**config.mk**
```make
export PLATFORM = sky130hd
export DESIGN_NAME = la_wb_initiator
export DESIGN_NICKNAME = d
export VERILOG_FILES = /design/src/rtl/la_wb_pkg.sv /design/src/rtl/la_wb_timeout.sv /design/src/rtl/la_wb_initiator.sv
export SDC_FILE = /design/constraint.sdc
export NUM_CORES = 1
export LEC_CHECK = 0
export ABC_AREA = 0
export BUFFER_PORTS_ARGS = -buffer_cell sky130_fd_sc_hd__buf_2
export CAP_MARGIN = 30
export CORE_MARGIN = 4
export CORE_UTILIZATION = 25
export CTS_CLUSTER_SIZE = 24
export DETAILED_ROUTE_END_ITERATION = 10
export SYNTH_ARGS = -nofsm -noshare
export SYNTH_HDL_FRONTEND = slang
export SYNTH_SLANG_ARGS = --single-unit
```
**constraint.sdc**
```tcl
create_clock -name wb_clk_i -period 4.5 [get_ports wb_clk_i]
set_input_delay 0 -clock wb_clk_i [delete_from_list [all_inputs] [get_ports wb_clk_i]]
set_output_delay 0 -clock wb_clk_i [all_outputs]
set_load 0.02 [all_outputs]
```
**src/rtl/la_wb_pkg.sv**
```systemverilog
// Shared types and constants for the logic-analyzer Wishbone initiator.
package la_wb_pkg;

  localparam int unsigned WB_ADR_W           = 32;
  localparam int unsigned WB_DAT_W           = 32;
  localparam int unsigned WB_SEL_W           = 4;
  localparam int unsigned TIMEOUT_CYCLES_DEF = 255;

  typedef enum logic [1:0] {
    IDLE = 2'd0,
    BUS  = 2'd1,
    RESP = 2'd2
  } state_t;

endpackage

```
**src/rtl/la_wb_timeout.sv**
```systemverilog
// Saturating BUS-cycle counter; o_expired_c flags the last allowed BUS cycle.
module la_wb_timeout #(
  parameter int unsigned LIMIT = 255
) (
  input  logic i_clk,
  input  logic i_rst,
  input  logic i_clr,
  input  logic i_en,
  output logic o_expired_c
);

  localparam int unsigned CW = $clog2(LIMIT + 1);

  logic [CW-1:0] r_cnt;

  always_ff @(posedge i_clk) begin
    if (i_rst || i_clr) begin
      r_cnt <= '0;
    end else if (i_en && (r_cnt != CW'(LIMIT))) begin
      r_cnt <= r_cnt + CW'(1);
    end
  end

  // r_cnt holds the BUS cycles already elapsed, so this cycle is number r_cnt+1
  assign o_expired_c = (r_cnt == CW'(LIMIT - 1));

endmodule

```
**src/rtl/la_wb_initiator.sv**
```systemverilog
// Single-transfer Wishbone classic initiator driven by a cmd/rsp handshake.
// Define LA_WB_TIMEOUT_EN to abort BUS cycles that see no ack within TIMEOUT_CYCLES.
module la_wb_initiator
  import la_wb_pkg::*;
#(
  parameter int unsigned TIMEOUT_CYCLES = TIMEOUT_CYCLES_DEF,
  parameter int unsigned CNT_W          = 16
) (
  input  logic                wb_clk_i,
  input  logic                wb_rst_i,
  input  logic                cmd_valid,
  output logic                cmd_ready,
  input  logic                cmd_we,
  input  logic [WB_SEL_W-1:0] cmd_sel,
  input  logic [WB_ADR_W-1:0] cmd_adr,
  input  logic [WB_DAT_W-1:0] cmd_dat,
  output logic                rsp_valid,
  input  logic                rsp_ready,
  output logic [WB_DAT_W-1:0] rsp_dat,
  output logic                rsp_err,
  output logic                wbm_cyc_o,
  output logic                wbm_stb_o,
  output logic                wbm_we_o,
  output logic [WB_SEL_W-1:0] wbm_sel_o,
  output logic [WB_ADR_W-1:0] wbm_adr_o,
  output logic [WB_DAT_W-1:0] wbm_dat_o,
  input  logic                wbm_ack_i,
  input  logic [WB_DAT_W-1:0] wbm_dat_i,
  output logic [CNT_W-1:0]    txn_count
);

  if ((TIMEOUT_CYCLES == 0) || (TIMEOUT_CYCLES > 65535)) begin : g_bad_timeout
    $error("la_wb_initiator: TIMEOUT_CYCLES must be 1..65535");
  end

  state_t              r_state, w_state_nxt;
  logic                r_cmd_ready, w_cmd_ready_nxt;
  logic                r_rsp_valid, w_rsp_valid_nxt;
  logic [WB_DAT_W-1:0] r_rsp_dat, w_rsp_dat_nxt;
  logic                r_rsp_err, w_rsp_err_nxt;
  logic                r_cyc, w_cyc_nxt;
  logic                r_stb, w_stb_nxt;
  logic                r_we, w_we_nxt;
  logic [WB_SEL_W-1:0] r_sel, w_sel_nxt;
  logic [WB_ADR_W-1:0] r_adr, w_adr_nxt;
  logic [WB_DAT_W-1:0] r_dat, w_dat_nxt;
  logic [CNT_W-1:0]    r_txn, w_txn_nxt;
  logic                w_expired;

`ifdef LA_WB_TIMEOUT_EN
  logic w_tmo_clr;
  logic w_tmo_en;

  la_wb_timeout #(
    .LIMIT (TIMEOUT_CYCLES)
  ) u_timeout (
    .i_clk       (wb_clk_i),
    .i_rst       (wb_rst_i),
    .i_clr       (w_tmo_clr),
    .i_en        (w_tmo_en),
    .o_expired_c (w_expired)
  );

  assign w_tmo_clr = (r_state == IDLE) && cmd_valid;
  assign w_tmo_en  = (r_state == BUS) && !wbm_ack_i;
`else
  assign w_expired = 1'b0;
`endif

  // Next-state and next-output logic; ack beats a simultaneous timeout
  always_comb begin
    w_state_nxt     = r_state;
    w_cmd_ready_nxt = r_cmd_ready;
    w_rsp_valid_nxt = r_rsp_valid;
    w_rsp_dat_nxt   = r_rsp_dat;
    w_rsp_err_nxt   = r_rsp_err;
    w_cyc_nxt       = r_cyc;
    w_stb_nxt       = r_stb;
    w_we_nxt        = r_we;
    w_sel_nxt       = r_sel;
    w_adr_nxt       = r_adr;
    w_dat_nxt       = r_dat;
    w_txn_nxt       = r_txn;
    case (r_state)
      IDLE: begin
        if (cmd_valid) begin
          w_we_nxt        = cmd_we;
          w_sel_nxt       = cmd_sel;
          w_adr_nxt       = cmd_adr;
          w_dat_nxt       = cmd_dat;
          w_cyc_nxt       = 1'b1;
          w_stb_nxt       = 1'b1;
          w_cmd_ready_nxt = 1'b0;
          w_state_nxt     = BUS;
        end
      end
      BUS: begin
        if (wbm_ack_i) begin
          w_rsp_dat_nxt   = r_we ? '0 : wbm_dat_i;
          w_rsp_err_nxt   = 1'b0;
          w_cyc_nxt       = 1'b0;
          w_stb_nxt       = 1'b0;
          w_rsp_valid_nxt = 1'b1;
          w_state_nxt     = RESP;
        end else if (w_expired) begin
          w_rsp_dat_nxt   = '0;
          w_rsp_err_nxt   = 1'b1;
          w_cyc_nxt       = 1'b0;
          w_stb_nxt       = 1'b0;
          w_rsp_valid_nxt = 1'b1;
          w_state_nxt     = RESP;
        end
      end
      RESP: begin
        if (rsp_ready) begin
          w_rsp_valid_nxt = 1'b0;
          w_cmd_ready_nxt = 1'b1;
          w_txn_nxt       = r_txn + CNT_W'(1);
          w_state_nxt     = IDLE;
        end
      end
      default: begin
        w_cyc_nxt       = 1'b0;
        w_stb_nxt       = 1'b0;
        w_rsp_valid_nxt = 1'b0;
        w_cmd_ready_nxt = 1'b1;
        w_state_nxt     = IDLE;
      end
    endcase
  end

  always_ff @(posedge wb_clk_i) begin
    if (wb_rst_i) begin
      r_state     <= IDLE;
      r_cmd_ready <= 1'b1;
      r_rsp_valid <= 1'b0;
      r_rsp_dat   <= '0;
      r_rsp_err   <= 1'b0;
      r_cyc       <= 1'b0;
      r_stb       <= 1'b0;
      r_we        <= 1'b0;
      r_sel       <= '0;
      r_adr       <= '0;
      r_dat       <= '0;
      r_txn       <= '0;
    end else begin
      r_state     <= w_state_nxt;
      r_cmd_ready <= w_cmd_ready_nxt;
      r_rsp_valid <= w_rsp_valid_nxt;
      r_rsp_dat   <= w_rsp_dat_nxt;
      r_rsp_err   <= w_rsp_err_nxt;
      r_cyc       <= w_cyc_nxt;
      r_stb       <= w_stb_nxt;
      r_we        <= w_we_nxt;
      r_sel       <= w_sel_nxt;
      r_adr       <= w_adr_nxt;
      r_dat       <= w_dat_nxt;
      r_txn       <= w_txn_nxt;
    end
  end

  assign cmd_ready = r_cmd_ready;
  assign rsp_valid = r_rsp_valid;
  assign rsp_dat   = r_rsp_dat;
  assign rsp_err   = r_rsp_err;
  assign wbm_cyc_o = r_cyc;
  assign wbm_stb_o = r_stb;
  assign wbm_we_o  = r_we;
  assign wbm_sel_o = r_sel;
  assign wbm_adr_o = r_adr;
  assign wbm_dat_o = r_dat;
  assign txn_count = r_txn;

endmodule
```
* Yosys cells after proc, flatten, opt, wreduce, memory -nomap -nowiden
Index checks and enable logic that the tools add are counted.
** Storage, ports and cells
- Input bits :: 106
- Flip-flop bits (word level) :: 122
- Logic and storage cells :: 41
- Output and inout bits :: 122
** Operators by class
- Bitwise operators :: 3
- $add $sub $neg :: 1
- Equality and inequality tests :: 5
- Reductions and logical operators :: 8
- Mux-type cells :: 14
** Operator list (number)
- $mux W32 :: 1
- $add A16 B1 Y16 const B :: 1
- $reduce_and A3 Y1 :: 4
- $pmux W1 S3 :: 3
- $mux W1 :: 6
- $mux W2 :: 3
- $ne A2 B2 Y1 const B :: 3
- $pmux W2 S3 :: 1
- $reduce_and A2 Y1 :: 3
- $not A1 Y1 :: 3
- $eq A2 B1 Y1 const B :: 1
- $eq A2 B2 Y1 const B :: 1
- $logic_not A2 Y1 :: 1

* Longest topological paths before layout
Gate-level depths: netlist of the first run.
- Depth after elaboration :: 3
- Depth in mapped cells :: 7
- Depth with buffers taken out :: 5

* Worst setup path before layout of the first run
Ideal clock, no wire load.
- Kind :: reg2reg
- Start :: register r_txn[3] (netlist: txn_count[3])
- End :: register r_txn[15] (netlist: txn_count[15])
- Clock period less this slack :: 1.880 ns
- Cell stages (with the launch flop) :: 5
- Data arrival time :: 1.810 ns
- Library setup time :: 0.070 ns
- Setup slack :: 2.620 ns
- Buffers on the path :: 0
- Cells stage by stage :: dfxtp_1 nand4_2 or4_4 or4b_1 a21oi_1
** Between the ends
- Longest elaborated chain between the ends :: 1
** Ends and longest elaborated chain
- start: declaration :: RTL line la_wb_initiator.sv:47 : logic [CNT_W-1:0] r_txn, w_txn_nxt;
- start signal: assignment :: RTL line la_wb_initiator.sv:158 : r_txn <= w_txn_nxt;
- $add A16 B1 Y16 :: RTL line la_wb_initiator.sv:118 : w_txn_nxt = r_txn + CNT_W'(1);
No other way between the ends.
A chain may end at the register's enable or synchronous reset.

* Worst setup path after layout of the first run
- Start :: register r_state[0]
- End :: register r_adr[3] (netlist: wbm_adr_o[3])
** Between the ends
- Longest elaborated chain between the ends :: 2
** Ends and longest elaborated chain
- start: declaration :: RTL line la_wb_initiator.sv:36 : state_t r_state, w_state_nxt;
- start signal: assignment :: RTL line la_wb_initiator.sv:147 : r_state <= w_state_nxt;
- $logic_not A2 Y1 :: RTL line la_wb_initiator.sv:84 : case (r_state)
- $reduce_and A2 Y1 (no source line)
- end signal: assignment :: RTL line la_wb_initiator.sv:156 : r_adr <= w_adr_nxt;
- end: declaration :: RTL line la_wb_initiator.sv:45 : logic [WB_ADR_W-1:0] r_adr, w_adr_nxt;
No other way between the ends.

==> reports/qor.txt, run 1 <==
status: finished clean
Seq cells post-synth: 122
clock tree buffer depth: 2
Buffers on Ports: 226
pwr dens: 390.6 nW/um^2
library cells used by synthesis: 36
worst hold start: wb_rst_i
pre-CTS setup slack: 2.384 ns
CORE AREA: 17480 sq um
Ys Warns: 0
drc violations: 0
LEAKAGE: 3.344 nW
final wirelength: 15010 um
# rows: 48
worst r2r src: r_state[0]$_SDFFE_PP0P_
die area: 20210 sq um
Largest stage delay, worst path: 0.73 ns
vias per cell: 4.377
Clk Latency, worst-skew pair: 0.41 ns
CP top delay family: simple AND/OR/NAND/NOR gates
sequential share of power: 40.2%
Critical Path RT: 4.83 ns
Placed Area: 5786 sq um
r2r setup slk: 2.43 ns
arrival time worst endpoint: 2.39 ns
RSZ-0062 raised after global routing: false
Worst Hold Path EP: txn_count[11]$_SDFFE_PP0P_
Setup TNS Final: 0 ns
Initial Utilization: 25.74%
max_slew headroom: 37.97%
Num CTS Buffers: 17
setup violators final: 0
Worst-path clk slew: 0.05 ns
max-slew violations: 0
WHS Path Cells: 2
vias: 4810
worst path cell trace: nand2b_1 -> nor2_4 -> buf_4 -> nand2_1 -> a21oi_1
Int Power: 2.163 mW
TritonRoute pass-1 iters: 4
Post-CTS Setup Inserts: 0
fillers: 1719
largest net degree at the start of global routing: 72
reg2reg end: wbm_adr_o[3]$_SDFFE_PP0P_
Syn Nets: 657
remaining antenna violation count after routing: 0
Crit Path Class: flop to flop
placed cells: 962
Fmax: 484.0 MHz
vias in the first global route: 4675
Chip Height: 142.2 um
Critical path buffers and inverters: 1
fin crit period: 2.066 ns
Final Core Density: 42.36%
Worst-Margin Slew: 0.9282 ns
WHS: 0.1043 ns
total design power: 2.891 mW
final worst setup slack: 2.434 ns
initial antenna violation count: 1
P_sw: 0.7281 mW
CTS tree: done
CTS root buf: clkbuf_16
Ports: 228
gpl congestion: 0.7595
Critical Path Stages: 5
period utilization: 45.91%
origin of the worst setup path: r_state[0]$_SDFFE_PP0P_
Switching Fraction: 25.18%
detailed placer's ending HPWL: 8957 um
H-tree depth: 4
FF-to-FF path depth: 5
Clock Skew: 0.007629 ns
Crit. End Element: flop
worst-path fanout max: 42
first-pass GRT wire length: 23210 um
syn_area_per_cell: 8.181 sq um
total track usage: 14.41%
Slowest-stage cell, CP: nor2_4
worst hold path class: input port to flop
maximum VDD drop: 0.2458 mV
area delta synth->final: 64.54%
Post-Syn Instances: 550
post-route non-filler standard cell count: 1099
MaxCap Viol Count: 0
fin area: 7403 sq um
Die Wd: 142.2 um
DRT iter0 DRCs: 126
GRT overflow: 0
Final Hold Viols: 0
TritonCTS Sinks: 122
nets: 967
routed length per instance: 13.66 um
Cell Area, Synth: 4499 sq um
Gate power share: 13.7%
CP Launch Type: flop
layout cells sized above 1: 30.47%
clock share of power: 46.1%
sequential area share after synthesis: 54.28%
==> routing by layer <==
layer	vias to the layer above	part of all wire [%]	wire length, um	global-route usage (%)
met2	176	49	7344	24.80
met3	35	7.2	1088	4.603
met5	-	0	0	0
met1	2158	41	6125	15.99
li1	2441	-	-	-
met4	0	3.0	452	7.222
==> cells by family after synthesis <==
family	Yosys count	synth area share, %
AOI/OAI and AO/OA	118	13.46
buffers and inverters	46	4.032
adders and majority gates	1	0.2780
xor gates and xnor gates	10	1.947
DFF	122	54.28
and+or+nand+nor	251	25.70
other	1	0.08335
muxes	1	0.2225
==> layout make-up <==
type | count | area (sq um) | area share (%)
Multi-Input combinational cell | 382 | 1883 | 25.44
Clock buffer | 24 | 481.7 | 6.507
Sequential cell | 122 | 2442 | 32.99
Inverter | 2 | 7.507 | 0.1014
Clock inverter | 8 | 92.59 | 1.251
Tap cell | 225 | 281.5 | 3.803
Antenna cell | 1 | 2.502 | 0.03380
Timing Repair Buffer | 335 | 2212 | 29.88
==> cells in the mapped netlist <==
library cell,instances,area [sq um]
nand2_1,144,540.5
dfxtp_1,122,2442
a21oi_1,109,545.5
nor2_1,46,172.7
clkbuf_1,39,146.4
nor3b_1,32,240.2
xnor2_1,6,52.55
nand3_1,5,25.02
nand4_1,4,25.02
o21ai_0,4,20.02
xor2_1,4,35.03
nand2b_1,3,18.77
nand3b_1,3,22.52
buf_1,2,7.510
buf_4,2,15.01
inv_1,2,7.510
nor3_1,2,10.01
nor4_1,2,12.51
o41ai_1,2,17.52
a211oi_1,1,7.510
a21o_1,1,7.510
and3_2,1,7.510
and4_2,1,10.01
and4b_1,1,10.01
buf_2,1,5.000
conb_1,1,3.750
ha_1,1,12.51
mux2i_1,1,10.01
nand4_2,1,12.51
o31ai_1,1,7.510
or2_2,1,6.260
or3_1,1,6.260
or3_2,1,7.510
or4_1,1,7.510
or4_4,1,11.26
or4b_1,1,10.01
==> cells in the final DEF (no fill, tap or decap), types with 3 or more instances in the layout <==
cell type      netlist  layout
buf_4                2       6
nor2_1              46      45
clkbuf_8             0       3
dlygate4sd3_1        0     104
clkinv_2             0       5
buf_2                1     225
nand4_1              4       4
a21oi_1            109     109
nand2b_1             3       3
o21ai_0              4       4
nand3_1              5       5
clkbuf_1            39       4
dfxtp_1            122     122
clkbuf_16            0      17
xnor2_1              6       6
xor2_1               4       4
nand2_1            144     144
nand3b_1             3       3
nor3b_1             32      32
==> worst reg2reg max path, stage by stage (launching register included) <==
cell and delay (ns):
dfxtp_1 0.35, nand2b_1 0.22, nor2_4 0.73, buf_4 0.43
nand2_1 0.10, a21oi_1 0.15
==> flip-flops by register name, indices dropped and copies added, names as in the netlist <==
name / flops
cmd_ready: 1
r_state: 2
rsp_dat: 32
rsp_valid: 1
txn_count: 16
wbm_adr_o: 32
wbm_dat_o: 32
wbm_sel_o: 4
wbm_stb_o: 1
wbm_we_o: 1
==> power by group through the flow <==
stage | sequential (mW) | clock [mW] | combinational (mW)
floorplan | 1.25 | 0 | 0.130
global placement | 1.18 | 0 | 0.327
detailed placement | 1.18 | 0 | 0.327
CTS | 1.16 | 1.38 | 0.397
global route | 1.17 | 1.43 | 0.432
finish | 1.16 | 1.33 | 0.397
==> how the worst max path moves through the flow <==
stage          slack, ns                          to
6_report            2.43   wbm_adr_o[3]$_SDFFE_PP0P_
5_1_grt             2.20   wbm_adr_o[4]$_SDFFE_PP0P_
4_1_cts             2.37   wbm_adr_o[4]$_SDFFE_PP0P_
3_5_place_dp        2.38   wbm_adr_o[4]$_SDFFE_PP0P_
3_3_place_gp        2.42  wbm_adr_o[13]$_SDFFE_PP0P_
2_1_floorplan       2.62  txn_count[15]$_SDFFE_PP0P_
==> timing repair <==
action | 4_1_cts | 5_1_grt
resized for setup | 0 | 0
hold buffers | 104 | 0
endpoints found under the hold margin | 104 | 0
Power figures use the tool's default switching activity.
==> run 2, diff against run 1 <==
clock period = 1.86 ns   (was 4.5 ns; I/O delays follow)
==> run 2 against run 1 <==
  * Total power increased to 2.5 times the previous value
  * Critical path depth decreased by 1
  * Largest power group unchanged
  * Non-clock buffer count increased by 8
  * Utilization increased by 1.1 points
  * Routed wire length decreased by 3.1%
  * First-iteration DRC count increased by 71%
  * Die area unchanged
==> reports/qor.txt, run 2 (synthesized netlist as in run 1, its figures left out) <==
Crit. End Element: flop
commonest non-fill, non-tap cell in the layout: buf_2
total track usage: 13.99%
Clk Latency, worst-skew pair: 0.41 ns
CP Launch Type: flop
Setup TNS Final: 0 ns
max-slew violations: 0
area delta synth->final: 68.77%
detailed placer's ending HPWL: 8942 um
CORE AREA: 17480 sq um
DRT iter0 DRCs: 215
H-tree depth: 4
post-route non-filler standard cell count: 1106
Die Wd: 142.2 um
pre-CTS setup slack: 0.09789 ns
drc violations: 0
post_cts resized: 0
layout cells sized above 1: 32.01%
Fmax: 566.5 MHz
Clock Skew: 0.008078 ns
placed cells: 972
arrival time worst endpoint: 2.10 ns
die area: 20210 sq um
status: finished clean
Slowest-stage cell, CP: or4_4
Largest stage delay, worst path: 0.55 ns
Placed Area: 5926 sq um
commonest cells after routing, fill and taps aside: buf_2, nand2_1, dfxtp_1, a21oi_1, dlygate4sd3_1
initial antenna violation count: 0
first-pass GRT wire length: 22940 um
Initial Utilization: 25.74%
vias per cell: 4.338
fin area: 7594 sq um
routed length per instance: 13.15 um
Critical path buffers and inverters: 0
largest net degree at the start of global routing: 72
CP top delay family: simple AND/OR/NAND/NOR gates
Ports: 228
final wirelength: 14540 um
CTS tree: done
Num CTS Buffers: 17
LEAKAGE: 3.441 nW
final worst setup slack: 0.09492 ns
total design power: 7.354 mW
vias: 4798
TritonCTS Sinks: 122
worst-path fanout max: 6
Crit Path Class: flop to flop
gpl congestion: 0.7345
Buffers on Ports: 226
TritonRoute pass-1 iters: 6
clock tree buffer depth: 2
setup violators final: 0
nets: 975
maximum VDD drop: 0.5701 mV
Worst-path clk slew: 0.05 ns
diode count: 0
fin crit period: 1.765 ns
GRT overflow: 0
remaining antenna violation count after routing: 0
Final Hold Viols: 0
Chip Height: 142.2 um
worst hold path class: input port to flop
CTS root buf: clkbuf_16
# rows: 48
WHS: 0.01388 ns
RSZ-0062 raised after global routing: false
worst path cell trace: nand4_2 -> or4_4 -> or4b_1 -> a21oi_1
MaxCap Viol Count: 0
pwr dens: 968.5 nW/um^2
Final Core Density: 43.45%
period utilization: 94.90%
vias in the first global route: 4562
Critical Path RT: 2.19 ns
==> run 2: cell types whose count changed in the layout (fill, tap and decap cells not counted), moves of 2 or more <==
cell,before,now
dlygate4sd3_1,104,102
bufinv_16,2,4
clkinv_2,5,3
dfxtp_1,122,120
buf_4,6,11
clkinvlp_4,1,3
clkbuf_1,4,0
dfxtp_2,0,2
buf_12,0,5
==> run 2: worst paths after layout <==
path,startpoint,end,cells past startpoint,slack (ns)
max,txn_count[4]$_SDFFE_PP0P_,txn_count[15]$_SDFFE_PP0P_,4,0.09
min,wbm_dat_i[22],rsp_dat[22]$_SDFFE_PP0P_,4,0.01
max reg2reg,txn_count[4]$_SDFFE_PP0P_,txn_count[15]$_SDFFE_PP0P_,4,0.09
min reg2reg,wbm_adr_o[28]$_SDFFE_PP0P_,wbm_adr_o[28]$_SDFFE_PP0P_,2,0.45
==> run 2: what timing repair did <==
item / CTS / global route
buffers inserted: 0 / 0
hold buffers: 102 / 0
hold endpoints to repair: 102 / 0
==> run 2: tightest hold or removal path, delay by kind of cell <==
kind	cells	cell delay (ns)
simple gates	2	0.24
buf+inv	1	0.08
compound gates	1	0.06
==> run 2: area by class of cell <==
cell class | count | area (sq um)
fillers | 1733 | 9883
well taps | 225 | 281.5
flip-flops and latches | 122 | 2445
repair buffers | 343 | 2330
multi-input cells | 382 | 1883
inverters | 2 | 7.507
clock buffers | 21 | 480.5
clock inverters | 11 | 166.4
==> run 2: where the power goes <==
part           switching (mW)  leakage [nW]  internal (mW)
sequential             0.0635         0.997           2.75
combinational           0.542          2.13          0.438
clock                    1.18         0.311           2.38
total                    1.79          3.44           5.56
==> run 2: metal layers <==
metal / wire, um / vias to the layer above / global-route usage [%]
met2: 6991 / 157 / 23.03
met4: 382 / 0 / 5.909
li1: - / 2461 / -
met5: 0 / - / 0
met3: 947 / 30 / 4.402
met1: 6216 / 2150 / 16.88
==> run 3, diff against run 2 <==
CELL_PAD_IN_SITES_DETAIL_PLACEMENT = 1   (was unset)
CELL_PAD_IN_SITES_GLOBAL_PLACEMENT = 2   (was unset)
CORE_ASPECT_RATIO = 1.5   (was unset)
CORE_UTILIZATION = 22   (was 25)
PLACE_DENSITY_LB_ADDON = 0.1   (was unset)
RECOVER_POWER = 100   (was unset)
==> run 3 against run 2 <==
  * Clock power is 14% lower
  * Die area increased by 13%
  * Final area fell by 4.0%
  * Setup slack better by 0.011 ns
  * Register-to-register slack about the same
  * Final cell count grew 2.4%
  * Routed wire length grew 17%
  * Flip-flop and latch count stayed put
==> reports/qor.txt, run 3 (synthesized netlist as in run 1, its figures left out) <==
status: finished clean
Initial Utilization: 22.56%
total track usage: 14.79%
Setup TNS Final: 0 ns
CTS root buf: clkbuf_16
first-pass GRT wire length: 27190 um
# rows: 63
Fmax: 570.3 MHz
arrival time worst endpoint: 2.08 ns
final wirelength: 16970 um
die area: 22850 sq um
routed length per instance: 14.99 um
CP Launch Type: flop
commonest cells after routing, fill and taps aside: nand2_1, clkbuf_1, dfxtp_1, a21oi_1, buf_2
setup violators final: 0
GRT overflow: 0
initial antenna violation count: 0
H-tree depth: 4
Ports: 228
worst hold path class: input port to flop
fin crit period: 1.754 ns
Worst-path clk slew: 0.06 ns
maximum VDD drop: 0.4090 mV
WHS Path Cells: 4
Buffers on Ports: 226
clock tree buffer depth: 2
Final Hold Viols: 0
pwr dens: 934.8 nW/um^2
worst-path fanout max: 6
MaxCap Viol Count: 0
total design power: 6.814 mW
Crit Path Class: flop to flop
area delta synth->final: 62.01%
DRT iter0 DRCs: 156
worst hold start: wbm_dat_i[21]
r2r setup slk: 0.11 ns
layout cells sized above 1: 18.35%
Worst-Margin Slew: 0.7465 ns
gpl congestion: 0.7423
Clk Latency, worst-skew pair: 0.41 ns
Die Wd: 124.8 um
commonest non-fill, non-tap cell in the layout: nand2_1
TritonRoute pass-1 iters: 4
vias per cell: 4.338
Final Core Density: 36.55%
largest net degree at the start of global routing: 70
drc violations: 0
Clock Skew: 0.007707 ns
nets: 966
CTS tree: done
vias: 4911
FF-to-FF path depth: 4
TritonCTS Sinks: 122
remaining antenna violation count after routing: 0
period utilization: 94.28%
reg2reg end: txn_count[15]$_SDFFE_PP0P_
LEAKAGE: 2.863 nW
max-slew violations: 0
Critical Path RT: 2.19 ns
Num CTS Buffers: 17
diode count: 0
vias in the first global route: 5245
RSZ-0062 raised after global routing: false
max_slew headroom: 50.23%
Worst Hold Path EP: rsp_dat[21]$_SDFFE_PP0P_
CORE AREA: 19940 sq um
Chip Height: 183.2 um
Crit. End Element: flop
worst r2r src: txn_count[4]$_SDFFE_PP0P_
detailed placer's ending HPWL: 11520 um
==> run 3: final cells by class <==
class	count	area, sq um
fillers	2470	12650
flip-flops and latches	122	2445
repair buffers	334	2071
multi-input cells	382	1892
clock buffers	21	450.4
well taps	260	325.3
clock inverters	11	98.84
inverters	2	7.507
==> run 3: worst max-delay path by stage <==
stage	cells past startpoint	to	from	slack (ns)
floorplan	4	txn_count[15]$_SDFFE_PP0P_	txn_count[5]$_SDFFE_PP0P_	0.01
global placement	4	txn_count[15]$_SDFFE_PP0P_	txn_count[4]$_SDFFE_PP0P_	0.09
detailed placement	4	txn_count[15]$_SDFFE_PP0P_	txn_count[4]$_SDFFE_PP0P_	0.08
CTS	4	txn_count[15]$_SDFFE_PP0P_	txn_count[4]$_SDFFE_PP0P_	0.07
global route	4	txn_count[15]$_SDFFE_PP0P_	txn_count[4]$_SDFFE_PP0P_	0.001
finish	4	txn_count[15]$_SDFFE_PP0P_	txn_count[4]$_SDFFE_PP0P_	0.11
==> run 3: worst max-delay path: stages (launching register included) <==
cell     delay, ns
dfxtp_2       0.39
nand4_4       0.13
or4_4         0.54
or4b_1        0.47
a21oi_1       0.14
==> run 3: stage by stage <==
step	hold slack, ns	cell area, sq um	setup WS (ns)	instances
6_report	0.01090	7289	0.1064	1132
5_1_grt	0.01940	7289	0.001491	1132
4_1_cts	0.0001590	7442	0.07078	1132
3_5_place_dp	0.2489	5992	0.07627	1010
3_3_place_gp	0.2412	5992	0.08837	1010
2_1_floorplan	0.1360	4502	0.01262	550
==> run 3: report_power, final <==
part           internal, mW  switching (mW)
registers              2.75          0.0677
logic                 0.387           0.558
clock network          1.87            1.19
total                  5.00            1.81
==> run 3: what timing repair did <==
action | 4_1_cts | 5_1_grt
setup endpoints to repair | 0 | 5
resized for setup | 0 | 2
buffers inserted | 0 | 0
hold endpoints to repair | 91 | 0
hold buffers | 90 | 0
==> run 3: metal layers <==
layer  share of wire (%)  global-route usage (%)
met1                  40                   15.84
met3                 6.3                   4.575
met2                  51                   26.95
met5                   0                       0
met4                 2.7                   6.099
